[src/rtl/mc_sample_fifo_pkg.sv]
// Shared constants and width helpers for the multi-channel sample path.
// The sample front-end blocks reuse these as well.
package mc_sample_fifo_pkg;

  localparam int unsigned DEF_DATA_WIDTH  = 9;
  localparam int unsigned DEF_DEPTH       = 16;
  localparam int unsigned DEF_NUM_CH      = 4;
  localparam int unsigned DEF_AFULL_LEVEL = 12;

  function automatic int unsigned clog2(input int unsigned n);
    int unsigned r;
    r = 0;
    for (int unsigned i = 0; i < 32; i++) begin
      if ((64'(1) << i) < 64'(n)) r = i + 1;
    end
    return r;
  endfunction

  // Channel index width; a single channel still gets a 1-bit tag.
  function automatic int unsigned ch_width(input int unsigned n);
    return (clog2(n) < 1) ? 1 : clog2(n);
  endfunction

  localparam int unsigned DEF_AW = clog2(DEF_DEPTH);
  localparam int unsigned DEF_CW = ch_width(DEF_NUM_CH);

endpackage

[src/rtl/mc_sample_fifo_fifo_core.sv]
// Single-channel circular buffer: storage, pointers, level, flags and
// the sticky overflow bit for one microphone channel.
module fifo_core
  import mc_sample_fifo_pkg::*;
#(
  parameter int unsigned DATA_WIDTH  = DEF_DATA_WIDTH,
  parameter int unsigned DEPTH       = DEF_DEPTH,
  parameter int unsigned AFULL_LEVEL = DEF_AFULL_LEVEL,
  localparam int unsigned AW         = clog2(DEPTH)
) (
  input  logic                  clk,
  input  logic                  rst,
  input  logic                  push,
  input  logic [DATA_WIDTH-1:0] din,
  input  logic                  pop,
  input  logic                  clr_overflow,
  output logic [DATA_WIDTH-1:0] dout,
  output logic [AW:0]           level,
  output logic                  ready,
  output logic                  empty,
  output logic                  almost_full,
  output logic                  overflow
);

  logic [DATA_WIDTH-1:0] mem [DEPTH];
  logic [AW-1:0]         wr_ptr;
  logic [AW-1:0]         rd_ptr;
  logic                  accept;
  logic                  take;
  logic                  drop;

  assign ready       = (level != (AW+1)'(DEPTH));
  assign empty       = (level == '0);
  assign almost_full = (level >= (AW+1)'(AFULL_LEVEL));
  assign accept      = push && ready;
  assign drop        = push && !ready;
  assign take        = pop && !empty;
  assign dout        = mem[rd_ptr];

  always_ff @(posedge clk) begin
    if (accept && !rst) mem[wr_ptr] <= din;
  end

  always_ff @(posedge clk) begin
    if (rst) begin
      wr_ptr   <= '0;
      rd_ptr   <= '0;
      level    <= '0;
      overflow <= 1'b0;
    end else begin
      if (accept) wr_ptr <= wr_ptr + 1'b1;
      if (take)   rd_ptr <= rd_ptr + 1'b1;
      case ({accept, take})
        2'b10:   level <= level + 1'b1;
        2'b01:   level <= level - 1'b1;
        default: level <= level;
      endcase
      // A drop in the same cycle as a clear keeps the flag set.
      if (drop)              overflow <= 1'b1;
      else if (clr_overflow) overflow <= 1'b0;
    end
  end

endmodule

[src/rtl/mc_sample_fifo.sv]
// NUM_CH per-channel sample FIFOs merged into one tagged stream through a
// round-robin arbiter and a registered valid/ready output stage.
module mc_sample_fifo
  import mc_sample_fifo_pkg::*;
#(
  parameter int unsigned DATA_WIDTH  = DEF_DATA_WIDTH,
  parameter int unsigned DEPTH       = DEF_DEPTH,
  parameter int unsigned NUM_CH      = DEF_NUM_CH,
  parameter int unsigned AFULL_LEVEL = DEF_AFULL_LEVEL,
  localparam int unsigned AW         = clog2(DEPTH),
  localparam int unsigned CW         = ch_width(NUM_CH)
) (
  input  logic                         clk,
  input  logic                         rst,
  input  logic [NUM_CH*DATA_WIDTH-1:0] in_data,
  input  logic [NUM_CH-1:0]            in_valid,
  output logic [NUM_CH-1:0]            in_ready,
  output logic [DATA_WIDTH-1:0]        out_data,
  output logic [CW-1:0]                out_ch,
  output logic                         out_valid,
  input  logic                         out_ready,
  output logic [NUM_CH*(AW+1)-1:0]     level,
  output logic [NUM_CH-1:0]            almost_full,
  output logic [NUM_CH-1:0]            overflow,
  input  logic [NUM_CH-1:0]            clr_overflow
);

  logic [DATA_WIDTH-1:0] dout [NUM_CH];
  logic [NUM_CH-1:0]     nonempty;
  logic [NUM_CH-1:0]     pop;
  logic [CW-1:0]         rr_ptr;
  logic [CW-1:0]         grant;
  logic [CW-1:0]         rr_next;
  logic                  found;
  logic                  load;

  for (genvar c = 0; c < NUM_CH; c++) begin : g_ch
    logic empty;

    fifo_core #(
      .DATA_WIDTH (DATA_WIDTH),
      .DEPTH      (DEPTH),
      .AFULL_LEVEL(AFULL_LEVEL)
    ) u_fifo (
      .clk         (clk),
      .rst         (rst),
      .push        (in_valid[c]),
      .din         (in_data[c*DATA_WIDTH +: DATA_WIDTH]),
      .pop         (pop[c]),
      .clr_overflow(clr_overflow[c]),
      .dout        (dout[c]),
      .level       (level[c*(AW+1) +: (AW+1)]),
      .ready       (in_ready[c]),
      .empty       (empty),
      .almost_full (almost_full[c]),
      .overflow    (overflow[c])
    );

    assign nonempty[c] = !empty;
  end

  assign load = !out_valid || out_ready;

  // Search starts at rr_ptr, which already holds (last grant + 1) mod NUM_CH.
  always_comb begin
    logic [CW:0] idx;
    idx   = '0;
    found = 1'b0;
    grant = '0;
    for (int unsigned i = 0; i < NUM_CH; i++) begin
      idx = {1'b0, rr_ptr} + (CW+1)'(i);
      if (idx >= (CW+1)'(NUM_CH)) idx = idx - (CW+1)'(NUM_CH);
      if (!found && nonempty[idx[CW-1:0]]) begin
        found = 1'b1;
        grant = idx[CW-1:0];
      end
    end
  end

  always_comb begin
    pop = '0;
    if (load && found) pop[grant] = 1'b1;
    rr_next = (grant == CW'(NUM_CH - 1)) ? '0 : grant + 1'b1;
  end

  always_ff @(posedge clk) begin
    if (rst) begin
      out_valid <= 1'b0;
      out_data  <= '0;
      out_ch    <= '0;
      rr_ptr    <= '0;
    end else if (load) begin
      if (found) begin
        out_data  <= dout[grant];
        out_ch    <= grant;
        out_valid <= 1'b1;
        rr_ptr    <= rr_next;
      end else begin
        out_valid <= 1'b0;
      end
    end
  end

endmodule

[config.mk]
export PLATFORM = sky130hd
export DESIGN_NAME = mc_sample_fifo
export DESIGN_NICKNAME = d
export VERILOG_FILES = /design/src/rtl/mc_sample_fifo_pkg.sv /design/src/rtl/mc_sample_fifo_fifo_core.sv /design/src/rtl/mc_sample_fifo.sv
export SDC_FILE = /design/constraint.sdc
export NUM_CORES = 1
export LEC_CHECK = 0
export CAP_MARGIN = 30
export CORE_ASPECT_RATIO = 1.1
export CORE_MARGIN = 2
export CORE_UTILIZATION = 56
export CTS_BUF_LIST = sky130_fd_sc_hd__clkbuf_4
export CTS_CLUSTER_SIZE = 14
export DETAILED_ROUTE_END_ITERATION = 8
export GPL_ROUTABILITY_DRIVEN = 0
export PLACE_DENSITY = 0.85
export REMOVE_ABC_BUFFERS = 1
export SKIP_CTS_REPAIR_TIMING = 1
export SLEW_MARGIN = 20
export SYNTH_ARGS = -nofsm -noshare
export SYNTH_HDL_FRONTEND = slang
export SYNTH_SLANG_ARGS = --single-unit
[constraint.sdc]
create_clock -name clk -period 6.8 [get_ports clk]
set_input_delay 0.68 -clock clk [delete_from_list [all_inputs] [get_ports clk]]
set_output_delay 0.68 -clock clk [all_outputs]
set_load 0.005 [all_outputs]
; ---- Yosys cells after proc, flatten, opt, wreduce, memory -nomap -nowiden
; Memory sizes are Yosys's and may differ from the RTL's. A register that Yosys moved wholly into a read port is not among the register bits.
; Cells that the tools add are included.
[word_totals]
memories = 4
regBits = 70
out_inout_bits = 44
word_cells = 181
ram_bits = 576
input_bits = 47
[memory_table]
columns = memory, depth, width, rd, rd_ports_with_merged_regs, write_ports, line
row1 = g_ch[0].u_fifo.mem, 16, 9, 1, 1, 1, mc_sample_fifo_fifo_core.sv:25  ; logic [DATA_WIDTH-1:0] mem [DEPTH];
row2 = g_ch[1].u_fifo.mem, 16, 9, 1, 1, 1, mc_sample_fifo_fifo_core.sv:25
row3 = g_ch[2].u_fifo.mem, 16, 9, 1, 1, 1, mc_sample_fifo_fifo_core.sv:25
row4 = g_ch[3].u_fifo.mem, 16, 9, 1, 1, 1, mc_sample_fifo_fifo_core.sv:25
[op_classes]
order_cmp = 15
bitwise = 1
n_reduce_logical = 48
eq_ne = 13
add_sub_neg = 24
muxes = 56
[ops]
columns = cell, n
row1 = case mux 5 bit (2 select lines), 4
row2 = 2-to-1 mux 4 bit, 9
row3 = "adder 4 x 1 -> 4 bit, second input constant", 8
row4 = 2-to-1 mux 1 bit, 26
row5 = logical AND 1 bit, 21
row6 = "adder 5 x 1 -> 5 bit, second input constant", 4
row7 = "greater-or-equal comparator 5 x 4 -> 1 bit, second input constant", 4
row8 = logical NOT 5 bit, 4
row9 = "inequality test 5 bit, second input constant", 4
row10 = "subtractor 5 x 1 -> 5 bit, second input constant", 4
row11 = binary-select mux 9 bit (select 2 bit), 1
row12 = 2-to-1 mux 2 bit, 9
row13 = 2-to-1 mux 9 bit, 2
row14 = nonzero test 2 bit, 8
row15 = "less-than comparator 2 x 3 -> 1 bit, second input constant", 5
row16 = logical NOT 1 bit, 13
row17 = "greater-or-equal comparator 3 bit, second input constant", 4
row18 = "equality test 2 bit, second input constant", 5
row19 = binary-select mux 1 bit (select 2 bit), 4
row20 = "equality test 2 x 1 -> 1 bit, second input constant", 4
row21 = "subtractor 2 x 1 -> 2 bit, second input constant", 4
row22 = "adder 2 x 2 -> 3 bit, second input constant", 2
row23 = "adder 2 x 1 -> 3 bit, second input constant", 1
row24 = "greater-or-equal comparator 2 x 3 -> 1 bit, second input constant", 1
row25 = other kinds (6), 6

; ---- Depth between registers and ports, before layout
[logic_depth]
word_depth = 22
mapped_depth = 20
mapped_depth_nobuf = 17

; ---- Modules after synthesis
; A second synthesis with hierarchy kept.
[hier_totals]
cells_unflattened = 1418
area_unflattened_um2 = 26521.7
[modules_own_cells]
columns = module, seq_area_each_um2, area_per_inst_um2, cells_per_inst, n_inst
row1 = fifo_core, 4684.5, 6421.2, 331, 4
row2 = mc_sample_fifo, 280.3, 837.1, 94, 1

; ---- Worst setup path before layout
; OpenSTA, ideal clock, no wires.
[synth_path]
path_kind = register to register
startpoint = register g_ch[1].u_fifo.level[1]
endpoint = register g_ch[0].u_fifo.level[4]
period_less_slack_ns = 4.181
path_buffers = 4
stages_incl_launch_ff = 21
setup_time_ns = 0.071
slack_ns = 2.619
t_required_ns = 6.729
arrival_time_ns = 4.110
cell_sequence = dfxtp_1 > buf_6 > or4_4 > a2111oi_1 > a211o_1 > buf_6 > nor2_4 > clkinv_2 > ha_1 > and3_1 > clkbuf_1 > ha_1 > clkbuf_1 > xor2_1 > ha_1 > o21a_1 > o22a_1 > a21oi_1 > xor2_1 > or3_1 > a21oi_1
[synth_via]
elab_chain_len = 22
elab_cells_between_ends = 36
cone_classes = 2 x order compare / 2 x eq/ne / 20 x mux / 12 x reduce/logical
[synth_rtl]
columns = element, line
row1 = start: declaration, mc_sample_fifo_fifo_core.sv:18  ; output logic [AW:0] level,
row2 = start signal: assignment, mc_sample_fifo_fifo_core.sv:54  ; 2'b10: level <= level + 1'b1;
row3 = start signal: assignment, mc_sample_fifo_fifo_core.sv:55  ; 2'b01: level <= level - 1'b1;
row4 = start signal: assignment, mc_sample_fifo_fifo_core.sv:56  ; default: level <= level;
row5 = logical NOT 5 bit (*), mc_sample_fifo_fifo_core.sv:33  ; assign empty = (level == '0);
row6 = logical NOT 1 bit (*), mc_sample_fifo.sv:59  ; assign nonempty[c] = !empty;
row7 = binary-select mux 1 bit (select 2 bit), mc_sample_fifo.sv:73  ; if (!found && nonempty[idx[CW-1:0]]) begin
row8 = 2-to-1 mux 1 bit (not written as such), mc_sample_fifo.sv:73
row9 = 2-to-1 mux 1 bit, mc_sample_fifo.sv:73
row10 = logical NOT 1 bit, mc_sample_fifo.sv:73
row11 = logical AND 1 bit, mc_sample_fifo.sv:73
row12 = 2-to-1 mux 1 bit, mc_sample_fifo.sv:73
row13 = (+6 left out), --
row14 = net grant[0], mc_sample_fifo.sv:32  ; logic [CW-1:0] grant;
row15 = less-than comparator 2 x 3 -> 1 bit (not written as such) or greater-or-equal comparator 2 x 1 -> 1 bit (tied branches), mc_sample_fifo.sv:82  ; if (load && found) pop[grant] = 1'b1;
row16 = logical AND 1 bit (not written as such), mc_sample_fifo.sv:82
row17 = 2-to-1 mux 1 bit (not written as such), mc_sample_fifo.sv:82
row18 = demux 1 bit (select 2 bit) (*), mc_sample_fifo.sv:82
row19 = 2-to-1 mux 4 bit (*), mc_sample_fifo.sv:82
row20 = logical AND 1 bit (*), mc_sample_fifo_fifo_core.sv:37  ; assign take = pop && !empty;
row21 = equality test 2 x 1 -> 1 bit or equality test 2 bit (tied branches), mc_sample_fifo_fifo_core.sv:53  ; case ({accept, take})
row22 = case mux 5 bit (2 select lines) or nonzero test 2 bit (tied branches), --
row23 = end signal: assignment, mc_sample_fifo_fifo_core.sv:54
row24 = end signal: assignment, mc_sample_fifo_fifo_core.sv:55
row25 = end signal: assignment, mc_sample_fifo_fifo_core.sv:56
row26 = end: declaration, mc_sample_fifo_fifo_core.sv:18
; Mark *: on every way through the listed nets, which the timed path passes. The rest lies on a longest branch. The select of a mux whose other input is x is not followed.
; A chain may end at the register's enable or synchronous reset.

; ---- Worst setup path after layout
; Ends and elaborated chain as after synthesis.

==> results.yml <==
status:
  status: "completed"
grt:
  antenna_found_initial: 1
  grt_util_all_layers: 0.222
  grt_pass1_wl_mm: 81.4
  grt_max_degree: 37
  grt_pass1_vias: 14600
  grt-ovfl-total: 0
synth:
  synth-edff-count: 576
  yosys_warnings: 0
  synth_simple_gate_area_frac: 0.0492
  netlist_area_um2: 26800
  synth-xor-area-share: 0.0141
  synth_top_area_cell: "edfxtp_1"
  synthTopCellsByArea: "edfxtp_1 65%, mux4_2 12%, dfxtp_1 6.4%"
  yosysSeqAreaShare: 0.711
  synthArstFlopShare: 0
  synth_cells: 1495
  synth_adder_area_share: 0.0178
  synth.distinct_cells: 64
  synth_top_family_by_area: "multiplexers"
  synth_compound_area_frac: 0.0405
  synth_mux_area_frac: 0.146
  synth-seq-cells: 662
  syn_avg_cell_area_um2: 17.9
  yosysTopAreaCellShare: 0.647
  synth_flop_cell: "edfxtp_1"
floorplanning:
  core_um2: 47500
  initial_core_util: 0.563
  num_rows: 84
  die-area_um2: 49500
  die_w_um: 212
  die_h_um: 233
  ios: 91
cts:
  cts_tree: "built"
  clockBufferDepth: 3
  clock-root-buffer: "clkbuf_4"
  clock_latency_ns: 0.99
  clk_pin_slew_ns: 0.07
  numCtsBuffers: 159
  htree_levels: 4
  clock_sinks: 662
sta:
  finClkSkew_ns: 0.0521
  fin_tns_setup_ns: 0
  fmax_mhz: 215
  final-setup-viol-count: 0
  tightest_slew_ns: 1.00
  period_share: 0.683
  slew_violations: 0
  hold_violations: 0
  rsz0062_at_grt: "false"
  fin_hold_ws_ns: 0.186
  relSlewSlack: 0.328
  layout_min_cycle_time_ns: 4.64
route:
  num_vias: 14200
  first_iter_violations: 1119
  ant_nets: 0
  post-route-drc-count: 0
  totalWireLength_mm: 53.4
  wl_per_cell_um: 21.9
  drt_pass1_iterations: 7
  viasPerCell: 5.80
setup_path:
  critPathKind: "flip-flop to flip-flop"
  crit_fanout: 19
  crit_arrival_ns: 5.56
  endpoint_kind: "flip-flop"
  start_kind: "flip-flop"
  critPathRequiredTime_ns: 7.72
  crit_chain: "or4_4, a2111oi_1, a211o_1, nor2_4, clkinv_2, ha_1, and3_1, ha_1, xor2_1, ha_1, o21a_1, o22a_1, a21oi_1, xor2_1, or3_1, a21oi_1"
  critical-path-max-stage-delay_ns: 0.60
  slowest_stage: "or4_4"
  crit_top_cell: "ha_1"
job:
  drv_cap: 0
place:
  dp_hpwl_mm: 34.7
  place_inst: 2148
  port_buffers: 90
  placed_area_um2: 28100
power_and_ir_drop:
  peakVddDrop_mv: 0.183
  p_leak_nw: 9.87
  power_per_cell_area_nw_per_um2: 337
cells_and_area:
  stdcell_area_um2: 30200
  finalNetCount: 1764
  layout-drive-gt1-share: 0.262
  ff_latch_area_um2: 19000
  fillerInstances: 3307
  multi_input_area_um2: 7180
  fin_cells: 2442
  area_growth_pct: 13.0
min_path:
  hp-class: "input port to flip-flop"
[cells in the final DEF, fill, tap and decap left out, drive strengths merged, types with 6 or more instances in the layout]
| cell type | synthesis | layout |
|---|---|---|
| buf | 56 | 29 |
| mux4 | 144 | 144 |
| nand2 | 59 | 59 |
| mux2i | 67 | 67 |
| nand2b | 7 | 7 |
| ha | 38 | 38 |
| a22oi | 22 | 22 |
| o211ai | 9 | 9 |
| nor3 | 15 | 15 |
| inv | 21 | 25 |
| nand3 | 13 | 13 |
| a21o | 14 | 14 |
| or3 | 11 | 11 |
| nor2 | 135 | 135 |
| a22o | 9 | 9 |
| xor2 | 29 | 29 |
| clkdlybuf4s50 | 1 | 89 |
| a221oi | 9 | 9 |
| a21oi | 32 | 32 |
| clkinv | 1 | 34 |
| dfxtp | 86 | 86 |
| xnor2 | 14 | 14 |
| and2 | 6 | 6 |
| o21ai | 22 | 22 |
| nand4 | 7 | 7 |
| clkbuf | 38 | 233 |
| edfxtp | 576 | 576 |
[sequential cells by signal (all words and copies together) (netlist names), named ones only]
register / cells
g_ch.u_fifo.level: 20
g_ch.u_fifo.overflow: 4
out_ch: 2
out_data: 9
g_ch.u_fifo.wr_ptr: 16
out_valid: 1
rr_ptr: 2
g_ch.u_fifo.mem: 576
g_ch.u_fifo.rd_ptr: 16
[metrics by stage]
stage	util	total power (W)	setup WS (ns)
global placement	0.591	0.00694	2.37
global route	0.636	0.0106	1.82
finish	0.636	0.0102	2.16
detailed placement	0.591	0.00705	2.22
floorplan	-	0.00635	2.68
CTS	0.634	0.0102	2.19
[power by group]
| group | leakage (nW) | total [W] | internal (W) | switching (W) |
|---|---|---|---|---|
| clock network | 1.21 | 0.00320 | 0.00169 | 0.00151 |
| registers | 5.89 | 0.00471 | 0.00456 | 0.000155 |
| logic | 2.77 | 0.00227 | 0.00100 | 0.00127 |
[cell type report]
type / instances / share of cell area
Sequential cell: 662 / 0.629
Multi-Input combinational cell: 716 / 0.237
Clock buffer: 233 / 0.0578
Timing Repair Buffer: 118 / 0.0365
Tap cell: 645 / 0.0267
Clock inverter: 43 / 0.00923
Inverter: 22 / 0.00277
Antenna cell: 3 / 0.000248
[cell usage after synthesis (15+ instances only)]
cell type and instances:
a21oi_1 23, edfxtp_1 576, inv_1 21, a22oi_1 22, dfxtp_1 86, ha_1 38, clkbuf_1 37, nor3_1 15
o21ai_0 19, mux2i_1 67, nor2_1 132, mux4_2 144, xor2_1 29, nand2_1 59, buf_4 15, buf_2 25
[critical path, delay by kind of cell (launching register included)]
family	cells	cell delay [ns]
fa+ha+maj	3	0.83
xor+xnor	2	0.22
buf+inv	1	0.20
compound gates	6	1.63
flops	1	0.39
simple gates	4	1.30
[metal layers]
| layer | global-route usage | part of all wire | vias up |
|---|---|---|---|
| met4 | 0.111 | 0.031 | 0 |
| li1 | - | - | 6358 |
| met1 | 0.265 | 0.38 | 7191 |
| met2 | 0.380 | 0.52 | 505 |
| met3 | 0.0531 | 0.068 | 106 |
| met5 | 0 | 0 | - |
[path summary, 6_finish.rpt]
| path | from | to | slack [ns] | depth (start not counted) |
|---|---|---|---|---|
| max reg2reg | g_ch[1].u_fifo.level[1] | g_ch[0].u_fifo.level[4] | 2.16 | 16 |
| max | g_ch[1].u_fifo.level[1] | g_ch[0].u_fifo.level[4] | 2.16 | 16 |
| min reg2reg | out_data[1] | out_data[1] | 0.47 | 2 |
| min | rst | g_ch[1].u_fifo.wr_ptr[0] | 0.19 | 2 |
[kinds of logic (layout without fill, tap and decap cells)]
logic type               count (synthesis)  count (layout)
buffers and inverters                  117             416
flip-flops                             662             662
adder cells (fa/ha/maj)                 38              38
other                                    0               3
XOR/XNOR                                43              43
AO/OA/AOI/OAI                          145             145
multiplexers                           211             211
AND/OR/NAND/NOR                        279             279
Note: power is estimated with default switching activity, not from simulation.
